**src/rtl/mem_port_arbiter_pkg.sv**
```systemverilog
// mem_port_arbiter_pkg: shared widths, owner encoding and owner-pipeline entry
// type for the fetch/data memory port arbiter.
package mem_port_arbiter_pkg;

  localparam int unsigned ADDR_W   = 32;
  localparam int unsigned DATA_W   = 32;
  localparam int unsigned BE_W     = 4;
  localparam int unsigned STARVE_W = 4;
  // Memory read data is valid this many enabled cycles after issue.
  localparam int unsigned MEM_LAT  = 2;

  typedef enum logic {
    OWN_FETCH = 1'b0,
    OWN_DATA  = 1'b1
  } owner_e;

  typedef struct packed {
    logic   valid;
    owner_e owner;
  } own_entry_t;

endpackage

```
**src/rtl/mem_port_arbiter_if.sv**
```systemverilog
// mem_port_arbiter_if: fetch, data and memory-side signals of the shared port.
//   slave  : arbiter view (takes requests, drives grants/responses/memory bus)
//   master : requester/memory view
interface mem_port_arbiter_if;
  import mem_port_arbiter_pkg::*;

  logic              if_req;
  logic [ADDR_W-1:0] if_addr;
  logic              if_flush;
  logic              if_grant;
  logic              if_rvalid;
  logic [DATA_W-1:0] if_rdata;

  logic              d_req;
  logic [ADDR_W-1:0] d_addr;
  logic [BE_W-1:0]   d_we;
  logic [DATA_W-1:0] d_wdata;
  logic              d_grant;
  logic              d_rvalid;
  logic [DATA_W-1:0] d_rdata;

  logic [ADDR_W-1:0] mem_addr;
  logic [BE_W-1:0]   mem_we;
  logic [DATA_W-1:0] mem_wdata;
  logic [DATA_W-1:0] mem_rdata;

  modport slave (
    input  if_req, if_addr, if_flush, d_req, d_addr, d_we, d_wdata, mem_rdata,
    output if_grant, if_rvalid, if_rdata, d_grant, d_rvalid, d_rdata,
           mem_addr, mem_we, mem_wdata
  );

  modport master (
    output if_req, if_addr, if_flush, d_req, d_addr, d_we, d_wdata, mem_rdata,
    input  if_grant, if_rvalid, if_rdata, d_grant, d_rvalid, d_rdata,
           mem_addr, mem_we, mem_wdata
  );

endinterface

```
**src/rtl/mem_port_owner_pipe.sv**
```systemverilog
// mem_port_owner_pipe: MEM_LAT-deep shift register recording who owns each
// in-flight memory access. Fetch-owned entries are squashed by flush.
//   clk, rst_n : clock, async active-low reset
//   clk_en     : advance enable (frozen when low)
//   flush      : kill fetch-owned entries
//   issue      : entry entering the pipe this cycle
//   resp_c     : oldest entry, already squashed by flush
module mem_port_owner_pipe
  import mem_port_arbiter_pkg::*;
(
  input  logic       clk,
  input  logic       rst_n,
  input  logic       clk_en,
  input  logic       flush,
  input  own_entry_t issue,
  output own_entry_t resp_c
);

  own_entry_t stage_q [MEM_LAT];

  // Flush view of an entry: fetch-owned entries lose their valid bit.
  function automatic own_entry_t squash(input own_entry_t e, input logic fl);
    own_entry_t r;
    r       = e;
    r.valid = e.valid & ~(fl & (e.owner == OWN_FETCH));
    return r;
  endfunction

  always_ff @(posedge clk or negedge rst_n) begin
    if (!rst_n) begin
      for (int i = 0; i < int'(MEM_LAT); i++) stage_q[i] <= '0;
    end else if (clk_en) begin
      stage_q[0] <= issue;
      for (int i = 1; i < int'(MEM_LAT); i++) stage_q[i] <= squash(stage_q[i-1], flush);
    end
  end

  assign resp_c = squash(stage_q[MEM_LAT-1], flush);

endmodule

```
**src/rtl/mem_port_arbiter.sv**
```systemverilog
// mem_port_arbiter: shares one pipelined memory port between fetch and data.
// Picks one requester per cycle, drives the memory bus, and routes each
// returning word to its owner. Optional fetch anti-starvation under macro
// MEM_PORT_ARB_STARVE_EN (undefined: strict data priority).
//   clk, rst_n : clock, async active-low reset
//   clk_en     : global enable, all state frozen and no grants when low
//   bus        : fetch/data request+response and memory bus (slave modport)
module mem_port_arbiter
  import mem_port_arbiter_pkg::*;
#(
  parameter int unsigned STARVE_MAX = 4
) (
  input  logic                clk,
  input  logic                rst_n,
  input  logic                clk_en,
  mem_port_arbiter_if.slave   bus
);

  localparam logic [STARVE_W-1:0] STARVE_LIM = STARVE_W'(STARVE_MAX);

  logic       arb_en_c;
  logic       starve_hit_c;
  logic       fetch_win_c;
  logic       data_win_c;
  own_entry_t issue_c;
  own_entry_t resp_c;
  logic       resp_live_c;

  // Reset also blanks grants so every output reads 0 while rst_n is low.
  assign arb_en_c = clk_en & rst_n;

`ifdef MEM_PORT_ARB_STARVE_EN
  logic [STARVE_W-1:0] starve_cnt_q;

  assign starve_hit_c = (starve_cnt_q == STARVE_LIM);

  // Counts consecutive denied fetch cycles, saturating at the limit.
  always_ff @(posedge clk or negedge rst_n) begin
    if (!rst_n) begin
      starve_cnt_q <= '0;
    end else if (clk_en) begin
      if (!bus.if_req || fetch_win_c) begin
        starve_cnt_q <= '0;
      end else if (!starve_hit_c) begin
        starve_cnt_q <= starve_cnt_q + STARVE_W'(1);
      end
    end
  end
`else
  // Strict data priority: the starve limit has no effect.
  logic unused_starve_cfg;
  assign unused_starve_cfg = ^STARVE_LIM;
  assign starve_hit_c      = 1'b0;
`endif

  // Data wins by default; fetch wins when data is idle or fetch is starved.
  assign fetch_win_c = arb_en_c & bus.if_req & ~bus.if_flush & (~bus.d_req | starve_hit_c);
  assign data_win_c  = arb_en_c & bus.d_req & ~fetch_win_c;

  assign bus.if_grant = fetch_win_c;
  assign bus.d_grant  = data_win_c;

  // Memory bus follows the winner, all zero when idle.
  always_comb begin
    bus.mem_addr  = '0;
    bus.mem_we    = '0;
    bus.mem_wdata = '0;
    if (data_win_c) begin
      bus.mem_addr  = bus.d_addr;
      bus.mem_we    = bus.d_we;
      bus.mem_wdata = bus.d_wdata;
    end else if (fetch_win_c) begin
      bus.mem_addr  = bus.if_addr;
    end
  end

  always_comb begin
    issue_c       = '0;
    issue_c.valid = fetch_win_c | data_win_c;
    issue_c.owner = data_win_c ? OWN_DATA : OWN_FETCH;
  end

  mem_port_owner_pipe u_owner_pipe (
    .clk    (clk),
    .rst_n  (rst_n),
    .clk_en (clk_en),
    .flush  (bus.if_flush),
    .issue  (issue_c),
    .resp_c (resp_c)
  );

  // A frozen cycle is not a delivery cycle; the word is presented again once enabled.
  assign resp_live_c = resp_c.valid & clk_en;

  assign bus.if_rvalid = resp_live_c & (resp_c.owner == OWN_FETCH);
  assign bus.d_rvalid  = resp_live_c & (resp_c.owner == OWN_DATA);
  assign bus.if_rdata  = bus.if_rvalid ? bus.mem_rdata : '0;
  assign bus.d_rdata   = bus.d_rvalid  ? bus.mem_rdata : '0;

endmodule

```
**src/flat_wrapper.sv**
```systemverilog
// flat-port wrapper written by rule: the top's interface ports become plain ports
module mem_port_arbiter_flat import mem_port_arbiter_pkg::*;
#(
  parameter int unsigned STARVE_MAX = 4
)
  (clk, rst_n, clk_en, bus_if_req, bus_if_addr, bus_if_flush, bus_d_req, bus_d_addr, bus_d_we, bus_d_wdata, bus_mem_rdata, bus_if_grant, bus_if_rvalid, bus_if_rdata, bus_d_grant, bus_d_rvalid, bus_d_rdata, bus_mem_addr, bus_mem_we, bus_mem_wdata);
  mem_port_arbiter_if bus_i ();
  input  logic clk;
  input  logic rst_n;
  input  logic clk_en;
  input wire logic [$bits(bus_i.if_req)-1:0] bus_if_req;
  input wire logic [$bits(bus_i.if_addr)-1:0] bus_if_addr;
  input wire logic [$bits(bus_i.if_flush)-1:0] bus_if_flush;
  input wire logic [$bits(bus_i.d_req)-1:0] bus_d_req;
  input wire logic [$bits(bus_i.d_addr)-1:0] bus_d_addr;
  input wire logic [$bits(bus_i.d_we)-1:0] bus_d_we;
  input wire logic [$bits(bus_i.d_wdata)-1:0] bus_d_wdata;
  input wire logic [$bits(bus_i.mem_rdata)-1:0] bus_mem_rdata;
  output wire logic [$bits(bus_i.if_grant)-1:0] bus_if_grant;
  output wire logic [$bits(bus_i.if_rvalid)-1:0] bus_if_rvalid;
  output wire logic [$bits(bus_i.if_rdata)-1:0] bus_if_rdata;
  output wire logic [$bits(bus_i.d_grant)-1:0] bus_d_grant;
  output wire logic [$bits(bus_i.d_rvalid)-1:0] bus_d_rvalid;
  output wire logic [$bits(bus_i.d_rdata)-1:0] bus_d_rdata;
  output wire logic [$bits(bus_i.mem_addr)-1:0] bus_mem_addr;
  output wire logic [$bits(bus_i.mem_we)-1:0] bus_mem_we;
  output wire logic [$bits(bus_i.mem_wdata)-1:0] bus_mem_wdata;
  assign bus_i.if_req = bus_if_req;
  assign bus_i.if_addr = bus_if_addr;
  assign bus_i.if_flush = bus_if_flush;
  assign bus_i.d_req = bus_d_req;
  assign bus_i.d_addr = bus_d_addr;
  assign bus_i.d_we = bus_d_we;
  assign bus_i.d_wdata = bus_d_wdata;
  assign bus_i.mem_rdata = bus_mem_rdata;
  assign bus_if_grant = bus_i.if_grant;
  assign bus_if_rvalid = bus_i.if_rvalid;
  assign bus_if_rdata = bus_i.if_rdata;
  assign bus_d_grant = bus_i.d_grant;
  assign bus_d_rvalid = bus_i.d_rvalid;
  assign bus_d_rdata = bus_i.d_rdata;
  assign bus_mem_addr = bus_i.mem_addr;
  assign bus_mem_we = bus_i.mem_we;
  assign bus_mem_wdata = bus_i.mem_wdata;
  mem_port_arbiter #(.STARVE_MAX(STARVE_MAX)) u_core (.clk(clk), .rst_n(rst_n), .clk_en(clk_en), .bus(bus_i));
endmodule
```
**config.mk**
```make
export PLATFORM = sky130hd
export DESIGN_NAME = mem_port_arbiter_flat
export DESIGN_NICKNAME = d
export VERILOG_FILES = /design/src/rtl/mem_port_arbiter_pkg.sv /design/src/rtl/mem_port_arbiter_if.sv /design/src/rtl/mem_port_owner_pipe.sv /design/src/rtl/mem_port_arbiter.sv /design/src/flat_wrapper.sv
export SDC_FILE = /design/constraint.sdc
export NUM_CORES = 1
export LEC_CHECK = 0
export BUFFER_PORTS_ARGS = -buffer_cell sky130_fd_sc_hd__buf_2
export CAP_MARGIN = 30
export CORE_AREA = 8 8 101 103
export CTS_CLUSTER_DIAMETER = 100
export CTS_CLUSTER_SIZE = 12
export DETAILED_ROUTE_END_ITERATION = 6
export DIE_AREA = 0 0 109 111
export GPL_TIMING_DRIVEN = 0
export SLEW_MARGIN = 10
export SYNTH_ARGS = -nofsm -noshare
export SYNTH_HDL_FRONTEND = slang
export SYNTH_HIERARCHICAL = 1
export SYNTH_SLANG_ARGS = --single-unit
```
**constraint.sdc**
```tcl
create_clock -name clk -period 1.61 [get_ports clk]
set_clock_uncertainty 0.1 [all_clocks]
set_input_delay 0.322 -clock clk [delete_from_list [all_inputs] [get_ports clk]]
set_output_delay 0.322 -clock clk [all_outputs]
set_load 0.03 [all_outputs]
```
-- Yosys cells after proc, flatten, opt, wreduce, memory -nomap -nowiden
Index checks and enable logic that the tools add are counted.
- bitwise operators: 21
- muxes and demuxes: 7
- operators with widths (kind ; number):
    $mux 32 ; 5
    $and 1x1->1 ; 13
    $not 1->1 ; 7
    $mux 4 ; 1
    $mux 1 ; 1
    $or 1x1->1 ; 1
- output and inout port bits: 136
- bits of input ports: 138
- logic and storage cells: 32
- register bits after elaboration: 4

-- Logic depth before layout (Yosys ltp)
Gate-level depths: netlist (run 1).
- depth after elaboration: 7
- depth in mapped cells: 5
- mapped depth without buffers: 4

-- By module
Netlist (run 1), hierarchy kept.
- by module, submodules not included (module ; cells an instance ; area an instance (sq um) ; times used):
    mem_port_arbiter ; 191 ; 1337.5 ; 1
    mem_port_owner_pipe ; 15 ; 167.7 ; 1

-- Worst setup path after synthesis (run 1)
No wires, ideal clock.
- kind: reg2out
- start point: register u_core.u_owner_pipe.stage_q, in the netlist u_core/u_owner_pipe/resp_c[0]
- end point: output bus_if_rdata[22]
- arrival: 1.321 ns
- path buffers: 2
- required time: 1.188 ns
- cell stages (with the launch flop): 5
- setup slack: -0.133 ns
- cells stage by stage: dfrtp_1 > buf_4 > and3b_1 > buf_2 > and2_1
- cells in the longest elaborated chain, start to end: 7
- RTL lines (what ; line ; text):
    start: declaration ; mem_port_owner_pipe.sv:19 ; own_entry_t stage_q [MEM_LAT];
    $not 1->1 (*) ; mem_port_owner_pipe.sv:25, mem_port_arbiter.sv:95 ;
    $and 1x1->1 ; mem_port_owner_pipe.sv:25 ; r.valid = e.valid & ~(fl & (e.owner == OWN_FETCH));
    $not 1->1 ; mem_port_owner_pipe.sv:25 ;
    $and 1x1->1 ; mem_port_owner_pipe.sv:25 ;
    $and 1x1->1 ; mem_port_arbiter.sv:93 ; assign resp_live_c = resp_c.valid & clk_en;
    $and 1x1->1 (*) ; mem_port_arbiter.sv:95 ; assign bus.if_rvalid = resp_live_c & (resp_c.owner == OWN_FETCH);
    via bus_if_rvalid ; flat_wrapper.sv:20 ; output wire logic [$bits(bus_i.if_rvalid)-1:0] bus_if_rvalid;
    $mux 32 (*) ; mem_port_arbiter.sv:97 ; assign bus.if_rdata = bus.if_rvalid ? bus.mem_rdata : '0;
    end: declaration ; flat_wrapper.sv:21 ; output wire logic [$bits(bus_i.if_rdata)-1:0] bus_if_rdata;
The timed path passes the listed nets; every way through them passes the cells marked *.

==> results of run 1 <==
[routing by layer]
layer	wire length (um)	vias up	share of wire [%]
met4	225	2	1.8
li1	-	1296	-
met2	6813	166	56
met5	13	-	0.11
met1	3832	1262	31
met3	1282	16	11
[cells by family (layout without fill, tap and decap cells)]
kind of cell / after synthesis / after routing
AO/OA/AOI/OAI: 36 / 36
buffers and inverters: 23 / 328
flip-flops: 4 / 4
multiplexers: 2 / 2
AND/OR/NAND/NOR: 141 / 141
[cell type report]
class	count	area [um2]	share of cell area (%)
buffer	16	231.5	4.358
timing repair buffer	307	2741	51.61
multi-input combinational	179	2054	38.68
clock buffer	3	41.29	0.7774
inverter	2	7.507	0.1413
tap	108	135.1	2.544
sequential	4	100.1	1.885
[cell usage in the layout (no fill, tap or decap), drive strengths merged]
master / n
nand4b: 1
and2: 100
mux2: 2
o211a: 1
o2bb2ai: 32
nor2b: 2
inv: 2
nand2: 2
a21oi: 1
dfrtp: 4
nand2b: 32
dlygate4sd3: 1
o22ai: 1
buf: 314
nor2: 1
and3: 2
clkbuf: 11
o21ai: 1
and3b: 1
[timing repair]
action | 4_1_cts | 5_1_grt
gates cloned | 8 | 1
hold endpoints to repair | 4 | 0
hold buffers | 1 | 0
resized for setup | 423 | 47
endpoints found under the setup margin | 136 | 133
pin swaps | 42 | 40
setup buffers | 21 | 6
[cells in the mapped netlist (3+ instances only)]
cell type / number / area [um2]
nand2b_1: 32 / 200.2
clkbuf_2: 3 / 15.01
o2bb2ai_2: 10 / 150.1
buf_2: 4 / 20.02
and2_1: 100 / 625.6
dfrtp_1: 4 / 100.1
o2bb2ai_1: 22 / 192.7
clkbuf_1: 9 / 33.78
[registers in the layout (all words and copies together) (netlist names)]
register / flops
u_core/u_owner_pipe/resp_c: 1
u_core/u_owner_pipe/stage_q: 3
[metrics by stage]
step / instance area, um2 / setup TNS (ns)
4_1_cts: 5194 / -20.96
5_1_grt: 5311 / -27.10
3_5_place_dp: 3104 / -39.04
3_3_place_gp: 3104 / -36.97
2_1_floorplan: 1603 / -2.500
6_report: 5311 / -21.65
[power groups by stage]
stage / logic, mW / clock network (mW) / registers [mW]
after floorplan: 0.286 / 0 / 0.112
after global placement: 0.545 / 0 / 0.112
after detailed placement: 0.555 / 0 / 0.113
after CTS: 0.885 / 0.214 / 0.112
after global routing: 0.963 / 0.218 / 0.113
final: 0.921 / 0.208 / 0.112
[worst paths after layout]
| kind | end | slack (ns) |
|---|---|---|
| max | bus_if_rdata[4] | -0.31 |
| min | u_core/u_owner_pipe/stage_q[1] | 0.28 |
| max reg2reg | u_core/u_owner_pipe/stage_q[2] | 0.75 |
| min reg2reg | u_core/u_owner_pipe/resp_c[0] | 0.40 |
| max in group asynchronous | u_core/u_owner_pipe/stage_q[3] | 0.87 |
| min in group asynchronous | u_core/u_owner_pipe/stage_q[1] | 0.44 |
==> results.md, run 1 <==
- Outcome: complete, but fails checks
- Failing checks: negative setup slack
- Vias: 2742
- Root Buffer: clkbuf_8
- Layout cell share with drive strength beyond 1: 90.41%
- Syn Nets: 344
- CTS Sinks: 4
- Routed len/inst: 19.66 um
- Die Y: 111 um
- Top Ports: 274
- Power density cells: 233.6 nW/um2
- Worst Hold Depth: 3
- Worst path bufs/invs: 3
- Core Util, Final: 62.12%
- Synthesized cell area: 1505 um2
- Simple-gate share of the synthesized area: 58.44%
- Cells along the critical path: inv_2 > a21oi_2 > and3b_2 > clkbuf_8 > and2_2 > buf_6
- Max Clk Rate: 520.4 MHz
- Total CTS buffers: 3
- Avg Vias per Cell: 4.430
- XOR/XNOR Fraction of Synth Area: 0%
- Critical Path AT: 1.50 ns
- Synth Area in Compound Gates: 24.52%
- Final ANT Viol Nets: 0
- Total GRT Usage: 18.78%
- Die area: 12100 um2
- Core box area: 8551 um2
- Global routing usage on met1: 16.85%
- Worst r2r src: u_core/u_owner_pipe/stage_q[2]
- Worst Path Max Fanout: 10
- P_leak: 2.589 nW
- Nets@finish: 651
- Post-synth ARST share: 100.0%
- WP depth: 6
- Grt ovf: 0
- Final HPWL DP: 8.000 mm
- Number of diodes: 0
- Yosys cell types: 23
- CTS Buffer Depth: 2
- Min Hold Slack: 0.2803 ns
- Gpl congestion: 0.7737
- Worst slew pin tran: 0.3130 ns
- Worst-Skew Late Latency: 0.21 ns
- Largest net degree at the start of global routing: 14
- Crit-path max cell delay: 0.35 ns
- CTS clock-pin slew for the worst setup and hold paths: 0.03 ns
- Grt met2 use: 37.68%
- Setup WS post-layout: -0.3115 ns
- Startpoint type of the worst setup path: flip-flop
- Critical path's slowest cell: dfrtp_1
- Met3 usage: 6.047%
- Slew headroom: 79.13%
- First-pass GRT wire length: 17.95 mm
- Total chip power: 1.241 mW
- Worst EP required: 1.19 ns
- # rows: 34
- Placed cells: 587
- Worst Reg2Reg Path Length in Cells: 1
- Combinational power share: 74.2%
- Top FF cell, synth: dfrtp_1
- Most Crowded Layer GR: met2
- Max Cap Violations: 0
- Switch Pwr: 0.4940 mW
- Dpl ws: -0.5446 ns
- Slew Viols, Final: 0
- DIE WIDTH: 109 um
- CP delay by family, top: simple AND/OR/NAND/NOR gates
- Post-synth EDFFs: 0
- Post-Synthesis Cells: 206
- Initial Utilization: 17.60%
- TritonCTS clock tree: yes
- First-pass DRT Iterations: 4
- Final cell count without fillers: 619
- Worst hold path type: primary input to flip-flop
- Avg Cell Area, Syn: 7.307 um2
- Filler instances: 641
- Clock network power share: 16.7%
- # DRC: 0
- Sw frac: 39.82%
- Final WL: 12.17 mm
- Number of I/O port buffers: 273
- Crit Path Category: flip-flop to output pin
- Endpoint type of the worst setup path: output pin
- Pint: 0.7466 mW
- Post-synthesis sequential area ratio: 6.650%
- Synth warn: 6
- Area delta synth->final: 252.9%
- Final period util: 119.3%
- Hold Startpoint: clk_en
- Register share of total power: 9.0%
- VDD IR-drop max: 0.1588 mV
- Initial drt markers: 43
- Unrepaired setup endpoints after global routing: true
- Vias in the first global route: 3195
- Synth Area in Adders: 0%
- Final Hold Fails: 0
- Min Tclk post-route: 1.922 ns
- H-tree depth: 1
- Final setup viols: 109
- #FFs+latches synth: 4
- Worst Setup SP: u_core/u_owner_pipe/resp_c[0]
- Initial antenna violation count: 1
- Mux contribution to synthesized area: 1.496%
- Main combinational cell family by area after synthesis: simple AND/OR/NAND/NOR gates
Note: power is estimated with default switching activity, not from simulation.
==> run 2: changes to the inputs <==
--- a/config.mk
+++ b/config.mk
@@ -13,6 +13,7 @@
 export DETAILED_ROUTE_END_ITERATION = 6
 export DIE_AREA = 0 0 109 111
 export GPL_TIMING_DRIVEN = 0
+export PLACE_DENSITY_LB_ADDON = 0.25
 export SLEW_MARGIN = 10
 export SYNTH_ARGS = -nofsm -noshare
 export SYNTH_HDL_FRONTEND = slang
==> run 2 against run 1 <==
The run still ends with negative setup slack left. Die area is the same. Flip-flop and latch count unchanged. Cell area shrank 1.8%. Clock power rose by 2%. Register-to-register slack worse by 0.03 ns. Critical path type unchanged. Critical path depth unchanged. Non-clock buffer count is 3 lower.
==> results.md, run 2 (same netlist as run 1, synthesis figures left out) <==
- Outcome: complete, but fails checks
- Failing checks: negative setup slack
- Final Hold Fails: 0
- Post-Layout Inst Area: 5216 um2
- Root Buffer: clkbuf_8
- Final HPWL DP: 7.975 mm
- Worst Path Max Fanout: 8
- Vias in the first global route: 2998
- Worst reg2reg setup slack: 0.72 ns
- Total GRT Usage: 16.54%
- DIE WIDTH: 109 um
- P_leak: 2.540 nW
- Total CTS buffers: 3
- First-pass GRT wire length: 16.30 mm
- RR Endpoint: u_core/u_owner_pipe/stage_q[3]
- Area delta synth->final: 246.6%
- Placed inst area: 3104 um2
- CTS Buffer Depth: 2
- Register share of total power: 9.3%
- Core Util, Final: 61.00%
- Slew Viols, Final: 0
- Final WL: 11.70 mm
- Die Y: 111 um
- H-tree depth: 1
- Worst EP required: 1.19 ns
- Commonest non-fill, non-tap cell in the layout: buf_6
- Number of diodes: 0
- Max Clk Rate: 522.6 MHz
- Critical Path AT: 1.49 ns
- TritonCTS clock tree: yes
- # rows: 34
- Worst hold path type: primary input to flip-flop
- Number of I/O port buffers: 273
- Avg Vias per Cell: 4.375
- Crit Path Category: flip-flop to output pin
- Core box area: 8551 um2
- First-pass DRT Iterations: 4
- Combinational power share: 73.2%
- Setup WS post-layout: -0.3036 ns
- Layout cell share with drive strength beyond 1: 87.99%
- Worst slew pin tran: 0.3446 ns
- Worst Setup SP: u_core/u_owner_pipe/resp_c[0]
- Unrepaired setup endpoints after global routing: true
- Die area: 12100 um2
- Final period util: 118.9%
- Nets@finish: 648
- Filler instances: 664
- Max Cap Violations: 0
- Switch Pwr: 0.4834 mW
- Startpoint type of the worst setup path: flip-flop
- Dpl ws: -0.5025 ns
- Routed len/inst: 19.00 um
- Clock network power share: 17.5%
- Sw frac: 39.99%
- Largest net degree at the start of global routing: 12
- Largest Register: u_core/u_owner_pipe/stage_q
- Endpoint type of the worst setup path: output pin
- Worst Reg2Reg Path Length in Cells: 1
- Initial Utilization: 17.60%
- Top Ports: 274
- Initial drt markers: 57
- VDD IR-drop max: 0.2128 mV
- Max FFs per register: 3
- CTS clock-pin slew for the worst setup and hold paths: 0.04 ns
- Worst Hold Depth: 2
- Worst r2r src: u_core/u_owner_pipe/stage_q[3]
- Worst-Skew Late Latency: 0.22 ns
- Final ANT Viol Nets: 0
- CTS Sinks: 4
- Slew headroom: 77.03%
- # DRC: 0
- Grt ovf: 0
- Initial antenna violation count: 1
- Min Tclk post-route: 1.914 ns
- Power density cells: 231.7 nW/um2
- Commonest cells after routing, fill and taps aside: 139 x buf_6, 134 x buf_2, 72 x and2_4, 32 x nand2b_1, 32 x o2bb2ai_4
- Pint: 0.7254 mW
- Final setup viols: 113
- Gpl congestion: 0.8124
- Vias: 2695
- Worst setup path end: bus_d_rdata[13]
[run 2: changes by cell type in the layout (fill, tap and decap cells not counted), sizes merged]
cell	before	now
buf	314	308
clkbuf	11	14
[run 2: power groups by stage]
stage	Combinational [mW]	Sequential, mW	Clock, mW
floorplan	0.286	0.112	0
global placement	0.545	0.112	0
detailed placement	0.553	0.113	0
CTS	0.825	0.112	0.213
global route	0.929	0.113	0.229
finish	0.885	0.112	0.212
[run 2: critical path, cell delays in order, from the launching register on]
cell and delay [ns]:
dfrtp_1 0.34, inv_2 0.05, a21oi_2 0.13, and3_4 0.31, clkbuf_16 0.17, and2_4 0.14, buf_6 0.13
[run 2: how the worst min path moves through the flow]
stage / from / to / slack [ns]
final: clk_en / u_core/u_owner_pipe/stage_q[2] / 0.28
after global routing: clk_en / u_core/u_owner_pipe/stage_q[2] / 0.27
after CTS: clk_en / u_core/u_owner_pipe/resp_c[0] / 0.22
after detailed placement: rst_n / u_core/u_owner_pipe/stage_q[1] / 0.05
after global placement: rst_n / u_core/u_owner_pipe/stage_q[1] / 0.05
after floorplan: rst_n / u_core/u_owner_pipe/resp_c[0] / -0.07
[run 2: layout make-up]
type,instances,area [um2],share of cell area [%]
repair buffers,300,2619,50.20
multi-input cells,179,2031,38.93
well taps,108,135.1,2.591
flip-flops and latches,4,100.1,1.919
plain buffers,20,282.8,5.421
inverters,2,7.507,0.1439
clock buffers,3,41.29,0.7916
[run 2: through the flow]
| stage | instances | power (mW) | hold WS (ns) | TNS (ns) |
|---|---|---|---|---|
| CTS | 606 | 1.149 | 0.2245 | -18.34 |
| detailed placement | 587 | 0.6657 | 0.05187 | -38.08 |
| global route | 616 | 1.271 | 0.2697 | -27.11 |
| global placement | 587 | 0.6574 | 0.05090 | -35.98 |
| finish | 616 | 1.209 | 0.2784 | -20.64 |
| floorplan | 206 | 0.3974 | -0.07359 | -2.500 |
[run 2: timing repair]
item	in CTS	in global routing
buffers inserted	11	6
pin swaps	41	46
hold buffers	1	0
endpoints found under the hold margin	4	0
endpoints found under the setup margin	136	131
gates resized for setup	367	89
cloned	5	5
[run 2: routing by layer]
layer	vias up	wire, um	track usage [%]	share of wire, %
li1	1279	-	-	-
met1	1234	3801	15.31	32
met2	170	6369	32.42	54
met3	10	1394	6.744	12
met4	2	121	2.831	1.0
met5	-	13	0	0.11
==> run 3: changes to the inputs <==
--- a/config.mk
+++ b/config.mk
@@ -12,8 +12,8 @@
 export CTS_CLUSTER_SIZE = 12
 export DETAILED_ROUTE_END_ITERATION = 6
 export DIE_AREA = 0 0 109 111
-export GPL_TIMING_DRIVEN = 0
 export PLACE_DENSITY_LB_ADDON = 0.25
+export SKIP_CTS_REPAIR_TIMING = 1
 export SLEW_MARGIN = 10
 export SYNTH_ARGS = -nofsm -noshare
 export SYNTH_HDL_FRONTEND = slang
==> constraint.sdc (replaced) <==
create_clock -name clk -period 1.61 [get_ports clk]
set_clock_uncertainty 0.1 [all_clocks]
set_input_delay 0.2415 -clock clk [delete_from_list [all_inputs] [get_ports clk]]
set_output_delay 0.2415 -clock clk [all_outputs]
set_load 0.03 [all_outputs]
==> run 3 against run 2 <==
The flow still finishes with violations (negative setup slack). Sequential power barely moved. Wire length fell by 19%. Via count fell by 8.1%. Critical path depth did not move. Global-route usage fell by 3.8 points. Combinational power fell by 33%. First-iteration DRC count rose by 51%. Non-clock buffer count fell by 30. Sequential share of layout area rose by 0.93 points. Largest cell class unchanged. Flip-flop and latch count did not move. Critical path type unchanged. Final cell count fell by 4.9%. Count of clock-buffer cells in the layout did not move.
==> results.md, run 3 (same netlist as run 1, synthesis figures left out) <==
- CTS clock-pin slew for the worst setup and hold paths: 0.03 ns
- First-pass DRT Iterations: 4
- Commonest cells after routing, fill and taps aside: 218 x buf_2, 68 x and2_1, 33 x buf_6, 32 x nand2b_1, 20 x o2bb2ai_1
- Total GRT Usage: 12.75%
- Failing checks: negative setup slack
- Final HPWL DP: 7.534 mm
- Startpoint type of the worst setup path: flip-flop
- Total CTS buffers: 3
- Max FFs per register: 3
- Vias in the first global route: 2468
- Unrepaired setup endpoints after global routing: true
- CTS Sinks: 4
- Max Clk Rate: 539.2 MHz
- Filler instances: 868
- # DRC: 0
- Final WL: 9.494 mm
- Worst-Skew Late Latency: 0.22 ns
- Routed len/inst: 16.20 um
- Worst EP required: 1.27 ns
- Root Buffer: clkbuf_8
- Power density cells: 260.3 nW/um2
- Slew headroom: 81.27%
- CTS Buffer Depth: 2
- Min Tclk post-route: 1.854 ns
- RR Endpoint: u_core/u_owner_pipe/stage_q[2]
- VDD IR-drop max: 0.2056 mV
- Avg Vias per Cell: 4.229
- Grt ovf: 0
- Worst reg2reg setup slack: 0.75 ns
- First-pass GRT wire length: 12.60 mm
- Endpoint type of the worst setup path: output pin
- Max Cap Violations: 0
- Largest net degree at the start of global routing: 54
- Core Util, Final: 41.15%
- Number of I/O port buffers: 273
- Worst hold path type: primary input to flip-flop
- Number of diodes: 0
- Worst Setup SP: u_core/u_owner_pipe/resp_c[0]
- Final Hold Fails: 0
- Slew Viols, Final: 0
- Final ANT Viol Nets: 0
- P_leak: 2.019 nW
- Top Ports: 274
- Worst Path Max Fanout: 17
- Die Y: 111 um
- Largest Register: u_core/u_owner_pipe/stage_q
- Layout cell share with drive strength beyond 1: 71.76%
- Core box area: 8551 um2
- TritonCTS clock tree: yes
- Worst Reg2Reg Path Length in Cells: 1
- Gpl congestion: 0.7632
- Min Hold Slack: 0.2314 ns
- DIE WIDTH: 109 um
- Worst setup path end: bus_if_rdata[17]
- Die area: 12100 um2
- Vias: 2478
- Final period util: 115.2%
- Initial antenna violation count: 0
- Crit Path Category: flip-flop to output pin
- Outcome: complete, but fails checks
- Setup WS post-layout: -0.2445 ns
- Worst r2r src: u_core/u_owner_pipe/stage_q[2]
- H-tree depth: 1
- # rows: 34
- Final setup viols: 66
- Commonest non-fill, non-tap cell in the layout: buf_2
- Area delta synth->final: 133.7%
- Critical Path AT: 1.51 ns
- Initial Utilization: 17.60%
- Initial drt markers: 86
- Nets@finish: 618
- Worst slew pin tran: 0.2809 ns
## run 3: cell types whose count changed in the layout (fill, tap and decap cells not counted), moves of 7 or more
| cell | change |
|---|---|
| buf_6 | -106 |
| buf_8 | -7 |
| buf_2 | +84 |
| clkbuf_4 | +14 |
| o2bb2ai_4 | -32 |
| and2_1 | +55 |
| and2_4 | -55 |
| o2bb2ai_1 | +20 |
| o2bb2ai_2 | +12 |
## run 3: how the worst min path moves through the flow
stage / from / endpoint / slack [ns] / cells past startpoint
2_1_floorplan: rst_n / u_core/u_owner_pipe/resp_c[0] / -0.15 / 0
3_3_place_gp: rst_n / u_core/u_owner_pipe/stage_q[3] / 0.08 / 2
3_5_place_dp: rst_n / u_core/u_owner_pipe/stage_q[3] / 0.06 / 2
4_1_cts: rst_n / u_core/u_owner_pipe/stage_q[3] / -0.16 / 2
5_1_grt: clk_en / u_core/u_owner_pipe/stage_q[1] / 0.26 / 2
6_report: clk_en / u_core/u_owner_pipe/stage_q[1] / 0.23 / 2
## run 3: worst max-delay path: stages, from the launching register on
cell and delay (ns):
dfrtp_1 0.36, inv_2 0.05, a21oi_2 0.12, and3b_2 0.29
buf_12 0.16, and2_1 0.12, buf_2 0.19
## run 3: through the flow
step / power (mW) / setup TNS (ns) / worst slack, ns / cells / cell area [um2]
4_1_cts: 0.8739 / -16.91 / -0.2520 / 579 / 3058
3_3_place_gp: 0.6522 / -1.374 / -0.09684 / 576 / 3017
5_1_grt: 0.9799 / -18.20 / -0.3243 / 586 / 3518
6_report: 0.9157 / -13.90 / -0.2445 / 586 / 3518
2_1_floorplan: 0.3930 / 0 / 0.008650 / 206 / 1528
3_5_place_dp: 0.6572 / -1.811 / -0.1077 / 576 / 3017
## run 3: final cells by class
cell class	instances	area, um2	area share, %
tap	108	135.1	3.841
inverter	2	7.507	0.2134
multi-input combinational	179	1356	38.55
clock buffer	3	41.29	1.174
sequential	4	100.1	2.845
timing repair buffer	290	1878	53.38
## run 3: report_power, final
part	switching, mW	internal, mW	leakage, nW	total [mW]
Sequential	0.00366	0.108	0.0539	0.112
Clock	0.0500	0.159	0.0216	0.209
Combinational	0.313	0.282	1.94	0.595
## run 3: metal layers
metal	vias up	global-route usage (%)	part of all wire, %
met2	139	25.70	54
met1	1112	11.88	34
li1	1221	-	-
met5	-	0	0
met4	0	2.283	0.60
met3	6	3.953	11
